===== src/rtl/gain_switch_controller.sv =====
// Gain-switch controller: chooses c1 (high gain) or c2 (low gain) with fast attack / slow release.
// Optional macro GAIN_SWITCH_STATS_EN adds a saturating 16-bit switch_count output.
module gain_switch_controller #(
  parameter int TH_HIGH      = 960,
  parameter int TH_LOW       = 480,
  parameter int HOLD_SAMPLES = 64,
  parameter int XFADE_LEN    = 16
) (
  input  logic        clk,
  input  logic        reset,
  input  logic        enable_3M,
  input  logic [10:0] data_c1,
  input  logic        force_en,
  input  logic        force_sel,
  output logic        select,
  output logic        busy,
  output logic [1:0]  state
`ifdef GAIN_SWITCH_STATS_EN
  , output logic [15:0] switch_count
`endif
);

  // Handshake: none; every input is sampled only on clk edges where enable_3M=1.
  typedef enum logic [1:0] {
    HG    = 2'b00,
    XF_LG = 2'b01,
    LG    = 2'b10,
    XF_HG = 2'b11
  } state_t;

  localparam int XW = (XFADE_LEN > 1) ? $clog2(XFADE_LEN) : 1;
  localparam int HW = $clog2(HOLD_SAMPLES + 1);
  localparam logic [XW-1:0] XF_LOAD = XW'(XFADE_LEN - 1);
  localparam logic [HW-1:0] HOLD_MAX = HW'(HOLD_SAMPLES);
  localparam logic [10:0] TH_HIGH_U = 11'(TH_HIGH);
  localparam logic [10:0] TH_LOW_U  = 11'(TH_LOW);

  state_t        cur_state, nxt_state;
  logic [XW-1:0] xf_cnt, nxt_xf_cnt;
  logic [HW-1:0] hold_cnt, nxt_hold_cnt, hold_inc;
  logic [10:0]   mag;
  logic          attack, quiet, load_xf;

  // -1024 negates to 0x400, which read as unsigned is exactly 1024.
  assign mag    = data_c1[10] ? (~data_c1 + 11'd1) : data_c1;
  assign attack = (mag >= TH_HIGH_U);
  assign quiet  = (mag < TH_LOW_U);
  assign hold_inc = (hold_cnt == HOLD_MAX) ? hold_cnt : hold_cnt + HW'(1);

  always_ff @(posedge clk or negedge reset) begin
    if (!reset) begin
      cur_state <= HG;
      xf_cnt    <= '0;
      hold_cnt  <= '0;
    end else if (enable_3M) begin
      cur_state <= nxt_state;
      xf_cnt    <= nxt_xf_cnt;
      hold_cnt  <= nxt_hold_cnt;
    end
  end

  always_comb begin
    nxt_state    = cur_state;
    nxt_xf_cnt   = xf_cnt;
    nxt_hold_cnt = hold_cnt;
    load_xf      = 1'b0;
    if (force_en) begin
      nxt_hold_cnt = '0;
      if (force_sel != select) begin
        nxt_state = force_sel ? XF_LG : XF_HG;
        load_xf   = 1'b1;
      end else if (cur_state == XF_LG || cur_state == XF_HG) begin
        // Already fading toward the forced side: let the fade finish.
        if (xf_cnt == '0) nxt_state = (cur_state == XF_LG) ? LG : HG;
        else              nxt_xf_cnt = xf_cnt - XW'(1);
      end
    end else begin
      unique case (cur_state)
        HG: if (attack) begin
          nxt_state = XF_LG;
          load_xf   = 1'b1;
        end
        XF_LG: begin
          if (xf_cnt == '0) begin
            nxt_state    = LG;
            nxt_hold_cnt = '0;
          end else begin
            nxt_xf_cnt = xf_cnt - XW'(1);
          end
        end
        LG: begin
          nxt_hold_cnt = quiet ? hold_inc : '0;
          if (quiet && hold_inc == HOLD_MAX) begin
            nxt_state = XF_HG;
            load_xf   = 1'b1;
          end
        end
        XF_HG: begin
          if (attack) begin
            nxt_state = XF_LG;
            load_xf   = 1'b1;
          end else if (xf_cnt == '0) begin
            nxt_state = HG;
          end else begin
            nxt_xf_cnt = xf_cnt - XW'(1);
          end
        end
        default: nxt_state = HG;
      endcase
    end
    if (load_xf) nxt_xf_cnt = XF_LOAD;
  end

  // Outputs decode the registered state, so they change only on the strobe edge.
  assign state  = cur_state;
  assign select = cur_state[1] ^ cur_state[0];
  assign busy   = cur_state[0];

`ifdef GAIN_SWITCH_STATS_EN
  always_ff @(posedge clk or negedge reset) begin
    if (!reset)
      switch_count <= '0;
    else if (enable_3M && load_xf && switch_count != 16'hFFFF)
      switch_count <= switch_count + 16'd1;
  end
`endif

endmodule


===== config.mk =====
export PLATFORM = sky130hd
export DESIGN_NAME = gain_switch_controller
export DESIGN_NICKNAME = d
export VERILOG_FILES = /design/src/rtl/gain_switch_controller.sv
export SDC_FILE = /design/constraint.sdc
export NUM_CORES = 1
export LEC_CHECK = 0
export ABC_CLOCK_PERIOD_IN_PS = 5600
export CORE_MARGIN = 4
export CORE_UTILIZATION = 25
export CTS_CLUSTER_DIAMETER = 80
export DETAILED_ROUTE_END_ITERATION = 16
export HOLD_SLACK_MARGIN = 0.03
export PLACE_DENSITY = 0.4
export SYNTH_ARGS = -nofsm -noshare
export SYNTH_HDL_FRONTEND = slang
export SYNTH_SLANG_ARGS = --single-unit

===== constraint.sdc =====
create_clock -name clk -period 5.6 [get_ports clk]
set_clock_uncertainty 0.05 [all_clocks]
set_input_delay 1.4 -clock clk [delete_from_list [all_inputs] [get_ports clk]]
set_output_delay 1.4 -clock clk [all_outputs]
set_load 0.1 [all_outputs]

After elaboration in Yosys (flattened, before gate mapping)
Cells that the tools add are included.
{"block": "totals", "ff_bits": 13, "latch_bits": 0, "ramBits": 0, "mem_bits_ro": 0, "wordCells": 65, "memories": 0}
{"block": "classes", "addsub": 3, "n_mul": 0, "div_mod_pow": 0, "magnitude_cmp": 2, "eq_ne": 15, "n_shift": 0, "n_mux": 30, "bitwise_logic": 2, "reduce_logical": 10}
{"operator": "2-to-1 mux 7 bit", "n": 4}
{"operator": "2-to-1 mux 4 bit", "n": 6}
{"operator": "2-to-1 mux 2 bit", "n": 11}
{"operator": "equality test 7 bit, second input constant", "n": 2}
{"operator": "one-hot mux 7 bit (2 select lines)", "n": 1}
{"operator": "adder 11 x 1 -> 11 bit, second input constant", "n": 1}
{"operator": "greater-or-equal comparator 11 x 10 -> 1 bit, second input constant", "n": 1}
{"operator": "less-than comparator 11 x 9 -> 1 bit, second input constant", "n": 1}
{"operator": "2-to-1 mux 11 bit", "n": 1}
{"operator": "inverter 11 bit", "n": 1}
{"operator": "inequality test 3 x 1 -> 1 bit, second input constant", "n": 3}
{"operator": "inequality test 3 bit, second input constant", "n": 3}
{"operator": "one-hot mux 2 bit (4 select lines)", "n": 1}
{"operator": "one-hot mux 4 bit (2 select lines)", "n": 1}
{"operator": "adder 7 x 1 -> 7 bit, second input constant", "n": 1}
{"operator": "AND reduction 7 bit", "n": 1}
{"operator": "AND reduction 5 bit", "n": 1}
{"operator": "equality test 2 bit, second input constant", "n": 2}
{"operator": "zero test 4 bit", "n": 1}
{"operator": "2-to-1 mux 1 bit", "n": 4}
{"operator": "inequality test 4 x 3 -> 1 bit, second input constant", "n": 1}
{"operator": "inequality test 4 bit, second input constant", "n": 1}
{"operator": "nonzero test 4 bit", "n": 1}
{"operator": "subtractor 4 x 1 -> 4 bit, second input constant", "n": 1}
{"operator": "other kinds (11)", "n": 11}

Depth between registers and ports, before layout
Gate-level depths: netlist of the first run.
{"block": "logic_depth", "depth_word": 10, "ltp_mapped": 9}

Worst setup path before layout of the first run
Ideal clock, no wire load.
{"block": "synth_timing", "path_kind": "input to register", "from": "in data_c1[4]", "to": "reg cur_state[1] (netlist: state[1])", "setup_ns": 0.126, "t_arrival_ns": 3.407, "setup_slack_ns": 2.017, "stages": 7, "n_path_buf": 0, "cell_sequence": "or4_4 > o31a_2 > xnor2_2 > o31ai_1 > or3_1 > nand3_1 > mux2_2"}
{"block": "synth_between", "elab_chain_cells": 7}
{"element": "start, declared", "line_no": "12", "source": "input logic [10:0] data_c1,"}
{"element": "inverter 11 bit", "line_no": "45", "source": "assign mag = data_c1[10] ? (~data_c1 + 11'd1) : data_c1;"}
{"element": "adder 11 x 1 -> 11 bit", "line_no": "45"}
{"element": "2-to-1 mux 11 bit (*)", "line_no": "45"}
{"element": "less-than comparator 11 x 9 -> 1 bit or greater-or-equal comparator 11 x 10 -> 1 bit (tied branches)", "line_no": "47, 46"}
{"element": "logical AND 1 bit or 2-to-1 mux 2 bit (tied branches)", "line_no": "93, 99"}
{"element": "inequality test 3 bit (no source line) or one-hot mux 2 bit (4 select lines) (tied branches)"}
{"element": "AND reduction 7 bit (no source line) or 2-to-1 mux 2 bit (tied branches)"}
{"element": "end signal, assigned", "line_no": "56", "source": "cur_state <= nxt_state;"}
{"element": "end, declared", "line_no": "38", "source": "state_t cur_state, nxt_state;"}
Every way passes the cells marked *; elsewhere a longest branch is shown, timed or not.
A chain may end at the register's enable or synchronous reset.

Worst setup path in the final report of the first run
{"block": "layout_timing", "from": "in data_c1[5]", "to": "reg cur_state[1] (netlist: state[1])"}
The elaborated chain is that of the path after synthesis.

==> results of run 1 <==
path summary, 6_finish.rpt:
check / from / endpoint / slack [ns] / cells after the start
hold reg to reg: xf_cnt[3] / xf_cnt[3] / 0.52 / 2
max in group asynchronous: reset / hold_cnt[2] / 3.61 / 1
setup reg to reg: hold_cnt[0] / state[1] / 3.04 / 8
min in group asynchronous: reset / state[0] / 1.49 / 1
setup / recovery: data_c1[5] / state[1] / 1.70 / 8
hold / removal: xf_cnt[3] / xf_cnt[3] / 0.52 / 2
critical path: cells and delay by family:
kind,cells,cell delay [ns]
AO/OA/AOI/OAI,2,0.51
XOR/XNOR,1,0.20
buffers and inverters,1,0.46
multiplexers,1,0.33
AND/OR/NAND/NOR,3,1.09
synthesized netlist by cell type (all sizes together) (5+ instances only):
master,number,area share (%)
a21oi,10,3.8
dfrtp,13,25
nand2b,5,2.4
or3,5,2.4
ha,8,7.6
o21ai,10,3.8
nor2,5,1.4
nand2,14,4.0
o31ai,5,2.9
inv,11,3.1
xnor2,6,4.6
nand3,10,3.8
layout make-up:
type | instances | area (µm²)
inverters | 11 | 41.3
multi-input cells | 129 | 928
clock inverters | 1 | 5.00
well taps | 70 | 87.6
clock buffers | 3 | 41.3
repair buffers | 19 | 190
fillers | 542 | 3490
flip-flops and latches | 13 | 325
per-stage QoR:
| stage | setup slack, ns | instances | total power, mW | cell area (µm²) |
|---|---|---|---|---|
| floorplan | 2.02 | 157 | 0.449 | 1310 |
| global placement | 1.42 | 242 | 0.536 | 1570 |
| detailed placement | 1.43 | 242 | 0.535 | 1570 |
| CTS | 1.69 | 246 | 0.624 | 1620 |
| global route | 1.57 | 246 | 0.660 | 1620 |
| finish | 1.70 | 246 | 0.616 | 1620 |
report_power, final:
group | leakage (nW) | switching [mW] | internal (mW) | total (mW)
clock | 0.0255 | 0.0363 | 0.0492 | 0.0855
sequential | 0.162 | 0.0258 | 0.115 | 0.141
combinational | 0.452 | 0.259 | 0.130 | 0.389
total | 0.639 | 0.321 | 0.295 | 0.616
routing by layer:
layer,wire [µm],vias to the layer above
met1,1520,572
met3,101,2
met2,1450,22
met5,0,-
met4,32,0
li1,-,624
sequential cells by signal, summed over array words and instances (netlist names):
signal	count
hold_cnt	7
state	2
xf_cnt	4
cells by family after synthesis:
kind of cell | count (synthesis) | share of synthesized area [%]
simple gates | 59 | 24.4
compound gates | 50 | 29.5
buf+inv | 15 | 4.57
flops | 13 | 24.8
xor+xnor | 8 | 5.91
fa+ha+maj | 8 | 7.62
mux | 4 | 3.24
==> impl.org, run 1 <==
** Synth
- The most used flip-flop cell after synthesis is dfrtp_1.
- Flip-flop and latch count after synthesis :: 13
- In this run the cell area of the synthesized design comes to about 1300 µm².
- Yosys mapped a number of flops with a built-in enable equal to 0.
- After technology mapping, the gate count stands at 157.
- Post-synthesis sequential area ratio :: about 25%
- Counting every net in the synthesized netlist gives 181.
- FFs w/ async S/R, synth :: 100%
- For this run, the number of Yosys warnings is 0.
- Synthesized area per cell :: approximately 8.4 µm²
- Number of distinct library cells after synthesis :: 50

** Critical path
- Crit path largest cell delay :: 0.59 ns
- Classification of the worst setup path :: input pin to flip-flop
- Top fanout value on the critical path :: 5
- Required time of the critical path :: 5.69 ns
- STA classifies the critical path endpoint as a flip-flop.
- Data on the critical path arrives at its endpoint at 3.99 ns.
- Startpoint Class :: input pin
- Worst-path cell with the longest stage delay :: or4_4
- Cells along the critical path :: clkdlybuf4s50_1 -> or4_4 -> o31a_2 -> xnor2_2 -> o31ai_1 -> or3_1 -> nand3_1 -> mux2_2

** Clocking
- TritonCTS clock tree :: done
- In this run the clock root is driven by a clkbuf_8.
- After clock tree synthesis, the clock-pin slew on the worst setup and hold paths is 0.06 ns.
- Clock Tree Buf Depth :: 2
- Post-CTS repair changed the size of 0 cells.
- Setup Buffers After CTS :: 0
- Clock tree synthesis found a total of 13 sinks.
- TritonCTS created 3 clock buffers.
- CTS Hold Bufs :: 0
- Total number of H-tree levels :: 1
- Source-to-sink clock delay at the later pin of the worst-skew pair :: 0.25 ns

** Cells and area
- Relative to the synthesized area, the layout overhead comes to 23.2%.
- The library cell used most frequently in the layout, excluding fill and tap cells, is clkdlybuf4s50_1.
- Share of final-layout standard cells stronger than drive strength 1 :: a little under an eighth
- Cells fill 31.7% of the core in the end.
- The final layout contains 201 nets.
- Top library cells by usage in the layout, fill and taps aside :: clkdlybuf4s50_1 (19), nand2_1 (14), dfrtp_1 (13), inv_1 (11)
- The number of antenna diodes in the final layout is 0.

** Place
- I/O Buffers :: 19
- The wire-length estimate of the detail-placed layout is 2.57 mm.
- Routability-driven placement congestion ratio :: 0.807

** Timing
- Setup repair after global routing left no endpoint under its margin.
- The final critical path takes up 69.7% of the cycle.
- The final count of pins violating max slew was 0.
- Worst Max-Slew Pin Slew :: 0.968 ns
- Total negative slack :: 0 ns
- Headroom to the max-slew limit :: 35.3%
- Hold is met by 0.516 ns.
- Count of endpoints failing setup in the final report :: 0
- The clock period could shrink to approximately 4 ns.
- For this run, the top clock speed supported by timing is 256 MHz.
- The total count of hold-check failures in the final report came to 0.

** Routing
- Dividing the detail-routed wire length by the instance count gives roughly 13 µm.
- Post-Route WL :: 3.10 mm
- The routed layout has 1220 vias.
- The detail route stage leaves a number of antenna-violating nets equal to 0.
- For this run, design rule violations remaining after detail routing come to 0.
- Drt initial violations :: 40
- Routed vias/inst :: 4.96
- Number of iterations in the first detailed-routing pass :: 4

** Floorplanning
- The die covers 6480 µm².
- Total I/O pin count :: 20
- Vert. Die Dim :: 80.5 µm
- Core area :: 5110 µm²
- Standard-cell row count :: 26
- Die Wd :: 80.5 µm
- Starting Density :: approximately a quarter

** Global route
- Routing usage on met1 :: between 10% and 20%
- Global routing consumed, on the met2 layer, 17.9% of the routing resources.
- The initial antenna violation count was 0.
- The total overflow left after global routing is 0.
- In this run the most used layer during global routing was met2.
- Wire length of the first global-routing pass :: 5.23 mm
- Tot GR Track Use :: 10.1%
- Global routing used 1.23% of the available met3 tracks.
- Entering global routing, the biggest net connects 14 pins.
- Via count of the first global-routing pass :: 1190

** Pwr
- VDD sags by at most between 0.15 and 0.2 mV.
- Leakage power figure :: 0.639 nW
- Power density cells :: between 300 and 400 nW/µm²

** Hold path
- The tightest min-delay check is of the flip-flop to flip-flop type.

** Status
- The flow ran to the end, and the final reports show no timing, DRC or antenna violations.

** Flow run
- Max Cap Violations :: 0
Power figures use the tool's default switching activity.
==> inputs of run 2 (changes only) <==
ABC_CLOCK_PERIOD_IN_PS = 3550   (was 5600)
PLACE_DENSITY = 0.42   (was 0.4)
clock period = 3.55 ns   (was 5.6 ns; I/O delays follow)
==> run 2 against run 1 <==
Effect of this change:
- via count increased by 3.6%
- flip-flop and latch count stayed put
- final area increased by 3.9%
- combinational power increased by 63%
- cell count rose by 4.1%
- utilization rose by 1.2 points
- die area is the same
- clock power is 56% higher
- register-to-register slack got worse by 2.0 ns
- critical endpoint unchanged
==> impl.org, run 2 (synthesized netlist as in run 1, its figures left out) <==
** Pwr
- Share of power burned in registers :: 22.6% (was 22.9%)
- Power density cells :: 589 nW/µm² (was 380 nW/µm²)
- The combinational power share came to 64.0% (was 63.2%).
- The share of power burned in the clock network came to 13.5% (was 13.9%).
- The net switching power of the design came to 0.517 mW (was 0.321 mW).
- The switching share of power is 52.2% (about the same).
- The highest ir drop seen on vdd was 0.417 mV (was 0.196 mV).
- The total leakage power came to 0.690 nW (was 0.639 nW).
- Total power draw :: 0.992 mW (was 0.616 mW)
- Pint :: 0.474 mW (was 0.295 mW)

** Global route
- Tot GR Track Use :: 11.6% (was 10.1%)
- The global route total overflow was 0 (unchanged).
- Wire length of the first global-routing pass :: 5.97 mm (was 5.23 mm)
- The initial antenna violation count was 0 (unchanged).
- The pin count of the biggest net entering global routing came to 14 (unchanged).
- Via count of the first global-routing pass :: 1264 (was 1190)

** Cells and area
- Final cell count without fillers :: 256 (was 246)
- The signed area change from the synthesized netlist to the final layout is 28.1% (was 23.2%).
- Top library cells by usage in the layout, fill and taps aside :: clkdlybuf4s50_1 (15), nand2_1 (14), buf_4 (14), dfrtp_1 (13), inv_1 (11) (was clkdlybuf4s50_1 (19), nand2_1 (14), dfrtp_1 (13), inv_1 (11))
- The most common cell after layout, fill and taps aside is clkdlybuf4s50_1 (unchanged).
- Number of fill cells in the layout :: 567 (was 542)
- Max reg flops :: 7 (unchanged)
- The number of nets at the end of the flow is 211 (was 201).
- The diode insertion count for antenna repair is 0 (unchanged).
- Final Instance Area :: 1680 µm² (was 1620 µm²)
- The share of cells above drive strength 1 came to 18.3% (was 11.9%).
- The register containing the most flip-flops in the final layout is hold_cnt (unchanged).

** Critical path
- The maximum net fanout on the critical path came to 5 (unchanged).
- Startpoint Class :: input pin (unchanged)
- Endpoint class of the critical path :: flip-flop (unchanged)
- The cell at the slowest stage of the critical path is or4_4 (unchanged).
- Cells along the critical path: clkdlybuf4s50_1 -> or4_4 -> o31a_2 -> xnor2_2 -> o31ai_1 -> or3_1 -> nand3_1 -> mux2_2 (unchanged).
- The data arrival time of the critical path is 3.43 ns (was 3.99 ns).
- Crit path largest cell delay :: 0.59 ns (about the same)
- The data required time of the critical path is 3.63 ns (was 5.69 ns).
- Classification of the worst setup path :: input pin to flip-flop (unchanged)
- The internal reg-to-reg setup slack was 1.03 ns (was 3.04 ns).

** Timing
- The setup slack after layout was 0.196 ns (was 1.70 ns).
- The total count of hold-check failures in the final report was 0 (unchanged).
- Final worst path period need :: about 3.4 ns
- Highest Clock Rate :: a little under 300 MHz
- The slew at the pin closest to its max-slew limit is 0.660 ns (was 0.968 ns).
- Count of endpoints failing setup in the final report :: 0 (unchanged)
- Headroom to the max-slew limit :: 55.9% (was 35.3%)
- The final count of pins violating max slew is 0 (unchanged).
- Tcrit/Tclk final :: ~94%
- RSZ-0062 raised after global routing :: false (unchanged)
- Total negative slack :: 0 ns (unchanged)

** Floorplanning
- Standard-cell row count :: 26 (unchanged)
- The effective utilization at floorplan came to 25.7% (unchanged).
- Core area :: 5110 µm² (unchanged)
- The number of primary I/O pins was 20 (unchanged).
- The area of the die is 6480 µm² (unchanged).
- Die Wd :: 80.5 µm (unchanged)
- Vert. Die Dim :: 80.5 µm (unchanged)

** Place
- The final estimated routing congestion in global placement came to 0.802 (was 0.807).
- The placed instance area came to 1640 µm² (was 1570 µm²).
- The number of input and output port buffers inserted came to 19 (unchanged).
- The setup slack at placement was -0.0514 ns (was 1.43 ns).
- The total instance count after detailed placement was 252 (was 242).
- The post-DP HPWL came to 2.77 mm (was 2.57 mm).

** Routing
- The DRC violation count after routing came to 0 (unchanged).
- Routed vias/inst :: 4.94 (was 4.96)
- Wire length per cell after detailed routing :: 13.2 µm (was 12.6 µm)
- Drt initial violations :: 39 (was 40)
- The total wire length came to 3.38 mm (was 3.10 mm).
- The number of routed nets with antenna violations was 0 (unchanged).
- Number of iterations in the first detailed-routing pass :: 4 (unchanged)
- Total number of vias :: 1264 (was 1220)

** Clocking
- The post-cts hold buffer count was 0 (unchanged).
- The buffer levels on the longest clock path came to 2 (unchanged).
- TritonCTS clock tree :: done (unchanged)
- TritonCTS Buffers :: 3 (unchanged)
- Clk slew on worst S/H paths :: 0.06 ns (about the same)
- The clock tree root buffer cell is clkbuf_8 (unchanged).
- Number of instances resized during post-cts repair :: 0 (unchanged)
- Setup Buffers After CTS :: 0 (unchanged)
- Source-to-sink clock delay at the later pin of the worst-skew pair :: 0.24 ns (was 0.25 ns)
- The total clock sinks is 13 (unchanged).
- The number of levels the H-tree was split into came to 1 (unchanged).

** Status
- Run status: finished clean (unchanged).

** Hold path
- Type of the worst min-delay path :: flip-flop to flip-flop (unchanged)

** Flow run
- Max Cap Violations :: 0 (unchanged)
-- run 2: cell types whose count changed in the layout (fill, tap and decap cells not counted), sizes merged --
cell | before | now
clkdlybuf4s50 | 19 | 15
clkinv | 1 | 0
buf | 0 | 14
clkbuf | 3 | 4
-- run 2: path summary, 6_finish.rpt --
path                        startpoint           to  cells past startpoint
setup reg to reg           hold_cnt[0]     state[1]                      8
max in group asynchronous        reset    xf_cnt[2]                      1
setup / recovery            data_c1[4]     state[1]                      8
hold reg to reg              xf_cnt[0]    xf_cnt[0]                      2
min in group asynchronous        reset  hold_cnt[6]                      1
hold / removal               xf_cnt[0]    xf_cnt[0]                      2
-- run 2: through the flow --
| stage | util, % | hold WS [ns] |
|---|---|---|
| 5_1_grt | 32.9 | 0.529 |
| 3_3_place_gp | 32.1 | 0.490 |
| 3_5_place_dp | 32.1 | 0.495 |
| 6_report | 32.9 | 0.504 |
| 2_1_floorplan | - | 0.459 |
| 4_1_cts | 32.9 | 0.515 |
-- run 2: per-layer routing --
metal / global-route usage (%) / up-vias / wire length [µm]
met5: 0 / - / 0
met4: 4.05 / 0 / 29
met3: 1.23 / 2 / 81
met2: 20.3 / 18 / 1750
met1: 14.6 / 602 / 1520
li1: - / 642 / -
-- run 2: area by class of cell --
type / instances / area (µm²) / share of cell area [%]
Sequential cell: 13 / 325 / 19.3
Tap cell: 70 / 87.6 / 5.20
Clock buffer: 4 / 45.0 / 2.68
Timing Repair Buffer: 29 / 255 / 15.2
Inverter: 11 / 41.3 / 2.45
Multi-Input combinational cell: 129 / 928 / 55.2
-- run 2: power by group through the flow --
stage | clock network (mW) | logic [mW] | registers [mW]
finish | 0.133 | 0.634 | 0.224
floorplan | 0 | 0.417 | 0.292
detailed placement | 0 | 0.638 | 0.226
CTS | 0.141 | 0.640 | 0.224
global route | 0.148 | 0.691 | 0.231
global placement | 0 | 0.632 | 0.224
-- run 2: critical path: cells and delay by family --
kind	cells	cell delay [ns]
muxes	1	0.34
AOI/OAI and AO/OA	2	0.50
and+or+nand+nor	3	1.08
xor gates and xnor gates	1	0.19
buffers and inverters	1	0.43
